<file path="src/rtl/shift_word_loader_if.sv">
// Request and shift-register link between a word source, the loader and the 4-bit shift register.
// No latency (wires only); backpressure is in_ready, driven by the loader.
interface shift_word_loader_if #(
    parameter int WIDTH = 4
);
    logic             in_valid;
    logic             in_ready;
    logic [WIDTH-1:0] in_data;
    logic             in_dir;
    logic             shift_left;
    logic             shift_right;
    logic             data_in;
    logic [WIDTH-1:0] reg_q;
    logic             busy;
    logic             done_valid;
    logic [WIDTH-1:0] done_data;
    logic             mismatch;

    modport master (
        output in_valid, in_data, in_dir, reg_q,
        input  in_ready, shift_left, shift_right, data_in, busy, done_valid, done_data, mismatch
    );

    modport slave (
        input  in_valid, in_data, in_dir, reg_q,
        output in_ready, shift_left, shift_right, data_in, busy, done_valid, done_data, mismatch
    );
endinterface

</file>
<file path="src/rtl/shift_word_loader.sv">
// Parallel-to-serial loader driving a bidirectional shift register, with readback; SHIFT_WORD_LOADER_VERIFY_EN adds the readback compare.
// Latency WIDTH+2+(WIDTH-1)*GAP cycles from accept to done_valid; in_ready is high only in IDLE, requests while busy are ignored.
module shift_word_loader #(
    parameter int WIDTH = 4,
    parameter int GAP   = 0
) (
    input  logic                clk,
    input  logic                reset,
    shift_word_loader_if.slave  bus
);
    localparam int              CW       = $clog2(WIDTH) + 1;
    localparam logic [CW-1:0]   LAST_BIT = CW'(WIDTH - 1);
    localparam logic [3:0]      GAP_LAST = 4'((GAP == 0) ? 0 : GAP - 1);

    typedef enum logic [1:0] {
        S_IDLE  = 2'd0,
        S_SHIFT = 2'd1,
        S_GAP   = 2'd2,
        S_CHECK = 2'd3
    } state_t;

    state_t           r_state;
    state_t           w_next;
    logic [CW-1:0]    r_cnt;
    logic [3:0]       r_gap_cnt;
    logic [WIDTH-1:0] r_shreg;
    logic             r_dir;
    logic             r_done_valid;
    logic [WIDTH-1:0] r_done_data;
    logic             w_accept;
    logic             w_in_ready;
    logic             w_busy;
    logic             w_shift_left;
    logic             w_shift_right;
    logic             w_data_in;

    assign w_accept = bus.in_valid && (r_state == S_IDLE);

    always_ff @(posedge clk or posedge reset) begin
        if (reset) begin
            r_state <= S_IDLE;
        end else begin
            r_state <= w_next;
        end
    end

    always_comb begin
        w_next = r_state;
        case (r_state)
            S_IDLE: begin
                if (w_accept) w_next = S_SHIFT;
            end
            S_SHIFT: begin
                if (r_cnt == LAST_BIT) w_next = S_CHECK;
                else if (GAP > 0)      w_next = S_GAP;
                else                   w_next = S_SHIFT;
            end
            S_GAP: begin
                if (r_gap_cnt == GAP_LAST) w_next = S_SHIFT;
            end
            S_CHECK: begin
                w_next = S_IDLE;
            end
            default: w_next = S_IDLE;
        endcase
    end

    // The shift copy always presents the next bit at its MSB (left) or LSB (right).
    always_comb begin
        w_in_ready    = (r_state == S_IDLE);
        w_busy        = (r_state != S_IDLE);
        w_shift_left  = (r_state == S_SHIFT) && !r_dir;
        w_shift_right = (r_state == S_SHIFT) &&  r_dir;
        w_data_in     = (r_state == S_SHIFT) && (r_dir ? r_shreg[0] : r_shreg[WIDTH-1]);
    end

    always_ff @(posedge clk or posedge reset) begin
        if (reset) begin
            r_cnt        <= '0;
            r_gap_cnt    <= '0;
            r_shreg      <= '0;
            r_dir        <= 1'b0;
            r_done_valid <= 1'b0;
            r_done_data  <= '0;
        end else begin
            r_done_valid <= 1'b0;
            case (r_state)
                S_IDLE: begin
                    if (w_accept) begin
                        r_shreg <= bus.in_data;
                        r_dir   <= bus.in_dir;
                        r_cnt   <= '0;
                    end
                end
                S_SHIFT: begin
                    r_cnt     <= r_cnt + 1'b1;
                    r_gap_cnt <= '0;
                    r_shreg   <= r_dir ? (r_shreg >> 1) : (r_shreg << 1);
                end
                S_GAP: begin
                    r_gap_cnt <= r_gap_cnt + 4'd1;
                end
                S_CHECK: begin
                    r_done_valid <= 1'b1;
                    r_done_data  <= bus.reg_q;
                end
                default: ;
            endcase
        end
    end

`ifdef SHIFT_WORD_LOADER_VERIFY_EN
    logic [WIDTH-1:0] r_word;
    logic             r_mismatch;

    always_ff @(posedge clk or posedge reset) begin
        if (reset) begin
            r_word     <= '0;
            r_mismatch <= 1'b0;
        end else begin
            if (w_accept)            r_word     <= bus.in_data;
            if (r_state == S_CHECK)  r_mismatch <= (bus.reg_q != r_word);
        end
    end

    assign bus.mismatch = r_mismatch;
`else
    assign bus.mismatch = 1'b0;
`endif

    assign bus.in_ready    = w_in_ready;
    assign bus.busy        = w_busy;
    assign bus.shift_left  = w_shift_left;
    assign bus.shift_right = w_shift_right;
    assign bus.data_in     = w_data_in;
    assign bus.done_valid  = r_done_valid;
    assign bus.done_data   = r_done_data;
endmodule

</file>
<file path="src/flat_wrapper.sv">
// flat-port wrapper written by rule: the top's interface ports become plain ports
module shift_word_loader_flat 
#(
    parameter int WIDTH = 4,
    parameter int GAP   = 0
)
  (clk, reset, bus_in_valid, bus_in_data, bus_in_dir, bus_reg_q, bus_in_ready, bus_shift_left, bus_shift_right, bus_data_in, bus_busy, bus_done_valid, bus_done_data, bus_mismatch);
  shift_word_loader_if #(.WIDTH(WIDTH)) bus_i ();
  input  logic clk;
  input  logic reset;
  input wire logic [$bits(bus_i.in_valid)-1:0] bus_in_valid;
  input wire logic [$bits(bus_i.in_data)-1:0] bus_in_data;
  input wire logic [$bits(bus_i.in_dir)-1:0] bus_in_dir;
  input wire logic [$bits(bus_i.reg_q)-1:0] bus_reg_q;
  output wire logic [$bits(bus_i.in_ready)-1:0] bus_in_ready;
  output wire logic [$bits(bus_i.shift_left)-1:0] bus_shift_left;
  output wire logic [$bits(bus_i.shift_right)-1:0] bus_shift_right;
  output wire logic [$bits(bus_i.data_in)-1:0] bus_data_in;
  output wire logic [$bits(bus_i.busy)-1:0] bus_busy;
  output wire logic [$bits(bus_i.done_valid)-1:0] bus_done_valid;
  output wire logic [$bits(bus_i.done_data)-1:0] bus_done_data;
  output wire logic [$bits(bus_i.mismatch)-1:0] bus_mismatch;
  assign bus_i.in_valid = bus_in_valid;
  assign bus_i.in_data = bus_in_data;
  assign bus_i.in_dir = bus_in_dir;
  assign bus_i.reg_q = bus_reg_q;
  assign bus_in_ready = bus_i.in_ready;
  assign bus_shift_left = bus_i.shift_left;
  assign bus_shift_right = bus_i.shift_right;
  assign bus_data_in = bus_i.data_in;
  assign bus_busy = bus_i.busy;
  assign bus_done_valid = bus_i.done_valid;
  assign bus_done_data = bus_i.done_data;
  assign bus_mismatch = bus_i.mismatch;
  shift_word_loader #(.WIDTH(WIDTH), .GAP(GAP)) u_core (.clk(clk), .reset(reset), .bus(bus_i));
endmodule
</file>
<file path="config.mk">
export PLATFORM = sky130hd
export DESIGN_NAME = shift_word_loader_flat
export DESIGN_NICKNAME = d
export VERILOG_FILES = /design/src/rtl/shift_word_loader_if.sv /design/src/rtl/shift_word_loader.sv /design/src/flat_wrapper.sv
export SDC_FILE = /design/constraint.sdc
export NUM_CORES = 1
export LEC_CHECK = 0
export ABC_AREA = 1
export CAP_MARGIN = 40
export CORE_ASPECT_RATIO = 1.2
export CORE_MARGIN = 2
export CORE_UTILIZATION = 30
export CTS_BUF_LIST = sky130_fd_sc_hd__clkbuf_4 sky130_fd_sc_hd__clkbuf_8
export DETAILED_ROUTE_END_ITERATION = 10
export GPL_TIMING_DRIVEN = 0
export PLACE_DENSITY_LB_ADDON = 0.05
export SLEW_MARGIN = 40
export SYNTH_ARGS = -nofsm -noshare
export SYNTH_HDL_FRONTEND = slang
export SYNTH_SLANG_ARGS = --single-unit
</file>
<file path="constraint.sdc">
create_clock -name clk -period 1.25 [get_ports clk]
set_input_delay 0.25 -clock clk [delete_from_list [all_inputs] [get_ports clk]]
set_output_delay 0.25 -clock clk [all_outputs]
set_load 0.02 [all_outputs]
</file>
=== After elaboration in Yosys (flattened, before gate mapping) ===
Cells that the tools add are included.

* Reductions and logical operators: 13
* $add $sub $neg: 2
* Equal/unequal tests: 6
* Muxes and demuxes: 12

{| class="wikitable"
|+ Operators by type and width
! kind !! count
|-
| 4-bit case mux with 2 select lines || 2
|-
| 4-bit two-way mux || 2
|-
| 2-bit case mux with 4 select lines || 1
|-
| 2-bit two-way mux || 3
|-
| 3-bit case mux with 2 select lines || 1
|-
| 2-bit AND reduction || 3
|-
| 2-bit nonzero test || 3
|-
| 4-bit by 1-bit adder with 4-bit output, second input constant || 1
|-
| 2-bit == test, second input constant || 2
|-
| 1-bit logical AND || 4
|-
| 4-bit logical NOT || 1
|-
| 2-bit by 1-bit inequality test with 1-bit output, second input constant || 2
|-
| 3-bit by 1-bit adder with 3-bit output, second input constant || 1
|-
| 3-bit by 2-bit == test with 1-bit output, second input constant || 1
|-
| 3-bit two-way mux || 1
|-
| 2-bit by 1-bit == test with 1-bit output, second input constant || 1
|-
| 2-bit logical NOT || 1
|-
| 1-bit two-way mux || 2
|-
| 1-bit logical NOT || 1
|}

* Bits in registers: 19
* Output and inout bits: 11
* Bits of input ports: 12

=== Depth between registers and ports, before layout ===
* Depth after elaboration: 4
* Mapped depth: 9

=== Least setup slack after synthesis ===
No wires, ideal clock.

* Kind: register -> output
* Start point: reg u_core.r_state[1]
* End point: out bus_data_in
* Stages on the path, launching flop included: 6
* Arrival time: 1,289 ps
* Path buffers: 1
* Setup slack: -289 ps
* Cell sequence: dfrtp_1 -> inv_1 -> ha_1 -> buf_6 -> nand2_1 -> o21ai_0

* Word-level cells in the longest chain between the ends: 2

{| class="wikitable"
|+ RTL lines
! item !! line !! source
|-
| start: declaration || shift_word_loader.sv:22 || <nowiki>state_t r_state;</nowiki>
|-
| start signal: assignment || shift_word_loader.sv:43 || <nowiki>r_state <= w_next;</nowiki>
|-
| 2-bit by 1-bit == test with 1-bit output || shift_word_loader.sv:74 || <nowiki>w_data_in = (r_state == S_SHIFT) && (r_dir ? r_shreg[0] : r_shreg[WIDTH-1]);</nowiki>
|-
| 1-bit logical AND || shift_word_loader.sv:74 ||
|-
| end: declaration || flat_wrapper.sv:18 || <nowiki>output wire logic [$bits(bus_i.data_in)-1:0] bus_data_in;</nowiki>
|}

No other way between the ends.

=== Worst setup path in the final report ===
Same ends and word-level chain as after synthesis.

==> summary.txt <==
Worst setup path
  • Req. time, crit path: 1.00 ns
  • CP Cell Sequence: inv_2, ha_4, nand2_2, o21ai_4, buf_6
  • Launch point of the worst path: u_core.r_state[1]
  • Worst Setup End Kind: output port
  • CP max FO: 7
  • Setup crit start kind: register
  • CP max stage cell: dfrtp_1
  • CP arrival: 1.29 ns
  • Critical path class: reg2out
  • Reg-to-reg critical path startpoint: u_core.r_state[0]
  • Worst path max stage delay: 0.39 ns

Logic synthesis
  • Sequential-to-total area share from yosys stat: 46.9%
  • Count of cell types in the netlist: 17
  • Post-synthesis cell area: 1010 um2
  • Post-synthesis register bit count: 19
  • Synthesized Nets: 146
  • Synthesized area per cell: 8.05 um2
  • Synthesis Warnings: 0
  • Mapped Cells: 126

Die
  • Initial Util: 30.9%
  • Core Rows: 23
  • Die area: 3870 um2
  • Core area: 3280 um2
  • # IOs: 23
  • Die Width: 57.1 um
  • DIE HEIGHT: 67.7 um

STA
  • RSZ-0062 raised after global routing: yes
  • Final min period: 1.54 ns
  • Final hold slack: 0.308 ns
  • Post-route setup slack: -0.293 ns
  • Setup violations, final: 15
  • Slew @ Worst Pin: 0.680 ns
  • Fin. max-slew vios: 0
  • Final period util: 123%
  • Final Hold Fails: 0
  • Clock Skew: 0.00102 ns
  • Fmax: 648 MHz
  • Relative slew slack: 54.4%

GRT
  • Gr ovfl total: 0
  • Initial antenna violation count: 0
  • Largest net degree at the start of global routing: 20
  • First-pass GRT wire length: 3750 um
  • Vias in the first global route: 850
  • Total GRT Usage: 12.6%

Drt
  • Post-DRT Antenna Nets: 0
  • Vias per cell: 4.42
  • Routed WL per cell: 10.9 um
  • Routed via count: 870
  • DR pass1 iterations: 4
  • Final WL: 2140 um
  • DRC: 0
  • Initial DRC count: 17

Clocking
  • Bufs on Longest Clock Path: 2
  • H-tree Lvls: 1
  • Skew-Pair Late Insertion Delay: 0.26 ns
  • TritonCTS clock tree: built
  • Total clock sinks: 19
  • Clock transition at path regs: 0.07 ns
  • Hold_buf cts: 0
  • Root buf cell: clkbuf_8
  • Num CTS Buffers: 3

Final layout
  • Fin util: 44.8%
  • Most frequent cells in the layout: nand2_1 (45), dfrtp_1 (19), buf_4 (12)
  • Antenna Cells: 0
  • Total Nets Final: 181
  • Finished Cell Area: 1470 um2
  • Fillers: 342
  • FF/Latch Area: 475 um2
  • Synthesis-to-finish area growth: 44.9%
  • Share of layout cells above drive strength 1: 27.5%
  • Area occupied by multi-input gates: 541 um2
  • Commonest non-fill, non-tap cell in the layout: nand2_1

Placement
  • DPL Wire Length: 1540 um
  • Placed cell area: 1300 um2
  • Port bufs: 21
  • GPL Wtd Cong: 0.806

Power and ir drop
  • Maximum VDD drop: 1.12 mV
  • Total power draw: 3.44 mW
  • PD cells: 2340 nW/um2
  • Leak: 0.754 nW

Outcome
  • Status: finished, violations left
  • Failing checks: setup timing

Worst hold path
  • Hold WC Path Type: in2async

Flow run
  • Max-cap violations: 0
==> report_power, final <==
| group | leakage [nW] | switching, mW | internal, mW |
|---|---|---|---|
| clock network | 0.0262 | 0.201 | 0.248 |
| registers | 0.241 | 0.140 | 0.840 |
| logic | 0.488 | 1.13 | 0.883 |
==> per-layer routing <==
metal,routed length [um],vias up,GRT usage [%]
met3,127,5,2.49
li1,-,456,-
met4,36,0,6.69
met1,926,387,14.7
met2,1050,22,21.7
met5,0,-,0
==> final timing paths <==
check	to	slack (ns)	depth (start not counted)
worst min register to register	u_core.bus.done_data[1]	0.47	2
max in group asynchronous	u_core.r_gap_cnt[1]	0.60	2
worst max register to register	u_core.r_shreg[1]	-0.18	8
worst max-delay path	bus_data_in	-0.29	5
min in group clk	u_core.bus.done_data[1]	0.47	2
worst min-delay path	u_core.r_gap_cnt[0]	0.31	2
==> area by class of cell <==
| cell class | count | area share [%] |
|---|---|---|
| multi-input cells | 88 | 36.8 |
| clock buffers | 4 | 3.32 |
| repair buffers | 31 | 18.7 |
| plain buffers | 1 | 0.511 |
| flip-flops and latches | 19 | 32.3 |
| inverters | 17 | 5.19 |
| well taps | 37 | 3.15 |
==> cell families after synthesis <==
family,share of synthesized area [%]
adder cells (fa/ha/maj),9.86
AO/OA/AOI/OAI,6.04
AND/OR/NAND/NOR,28.0
other,0.370
flip-flops,46.9
buffers and inverters,8.88
==> timing repair <==
item                       in CTS  in global routing
pin swaps                       2                  2
setup buffers                   6                  4
resized for setup              43                  6
setup endpoints to repair      19                 21
==> critical path, delay by kind of cell (launching register included) <==
| kind | cells | cell delay (ns) |
|---|---|---|
| buffers and inverters | 2 | 0.21 |
| and+or+nand+nor | 1 | 0.09 |
| adders and majority gates | 1 | 0.19 |
| DFF | 1 | 0.39 |
| AOI/OAI and AO/OA | 1 | 0.15 |
==> cells in the mapped netlist <==
cell / count / area, um2
inv_6: 1 / 8.76
nand3_1: 11 / 55.1
nand2_1: 50 / 188
ha_1: 8 / 100
a21oi_1: 2 / 10.0
conb_1: 1 / 3.75
o21ai_4: 1 / 16.3
inv_1: 15 / 56.3
inv_4: 1 / 6.26
nor2_1: 6 / 22.5
o21ai_2: 1 / 8.76
o21ai_0: 4 / 20.0
o22ai_1: 1 / 6.26
buf_4: 1 / 7.51
buf_6: 1 / 11.3
dfrtp_1: 19 / 475
nand2_2: 3 / 18.8
==> sequential cells by signal (all words and copies together), names as in the netlist <==
| signal | flops |
|---|---|
| u_core.bus.done_data | 4 |
| u_core.bus.done_valid | 1 |
| u_core.r_cnt | 3 |
| u_core.r_dir | 1 |
| u_core.r_gap_cnt | 4 |
| u_core.r_shreg | 4 |
| u_core.r_state | 2 |
==> metrics by stage <==
stage / TNS, ns / setup slack (ns) / std cells
4_1_cts: -2.69 / -0.348 / 194
6_report: -2.41 / -0.293 / 197
2_1_floorplan: -0.189 / -0.0649 / 126
3_3_place_gp: -3.42 / -0.640 / 184
5_1_grt: -3.55 / -0.343 / 197
3_5_place_dp: -3.68 / -0.659 / 184
Note: power is estimated with default switching activity, not from simulation.
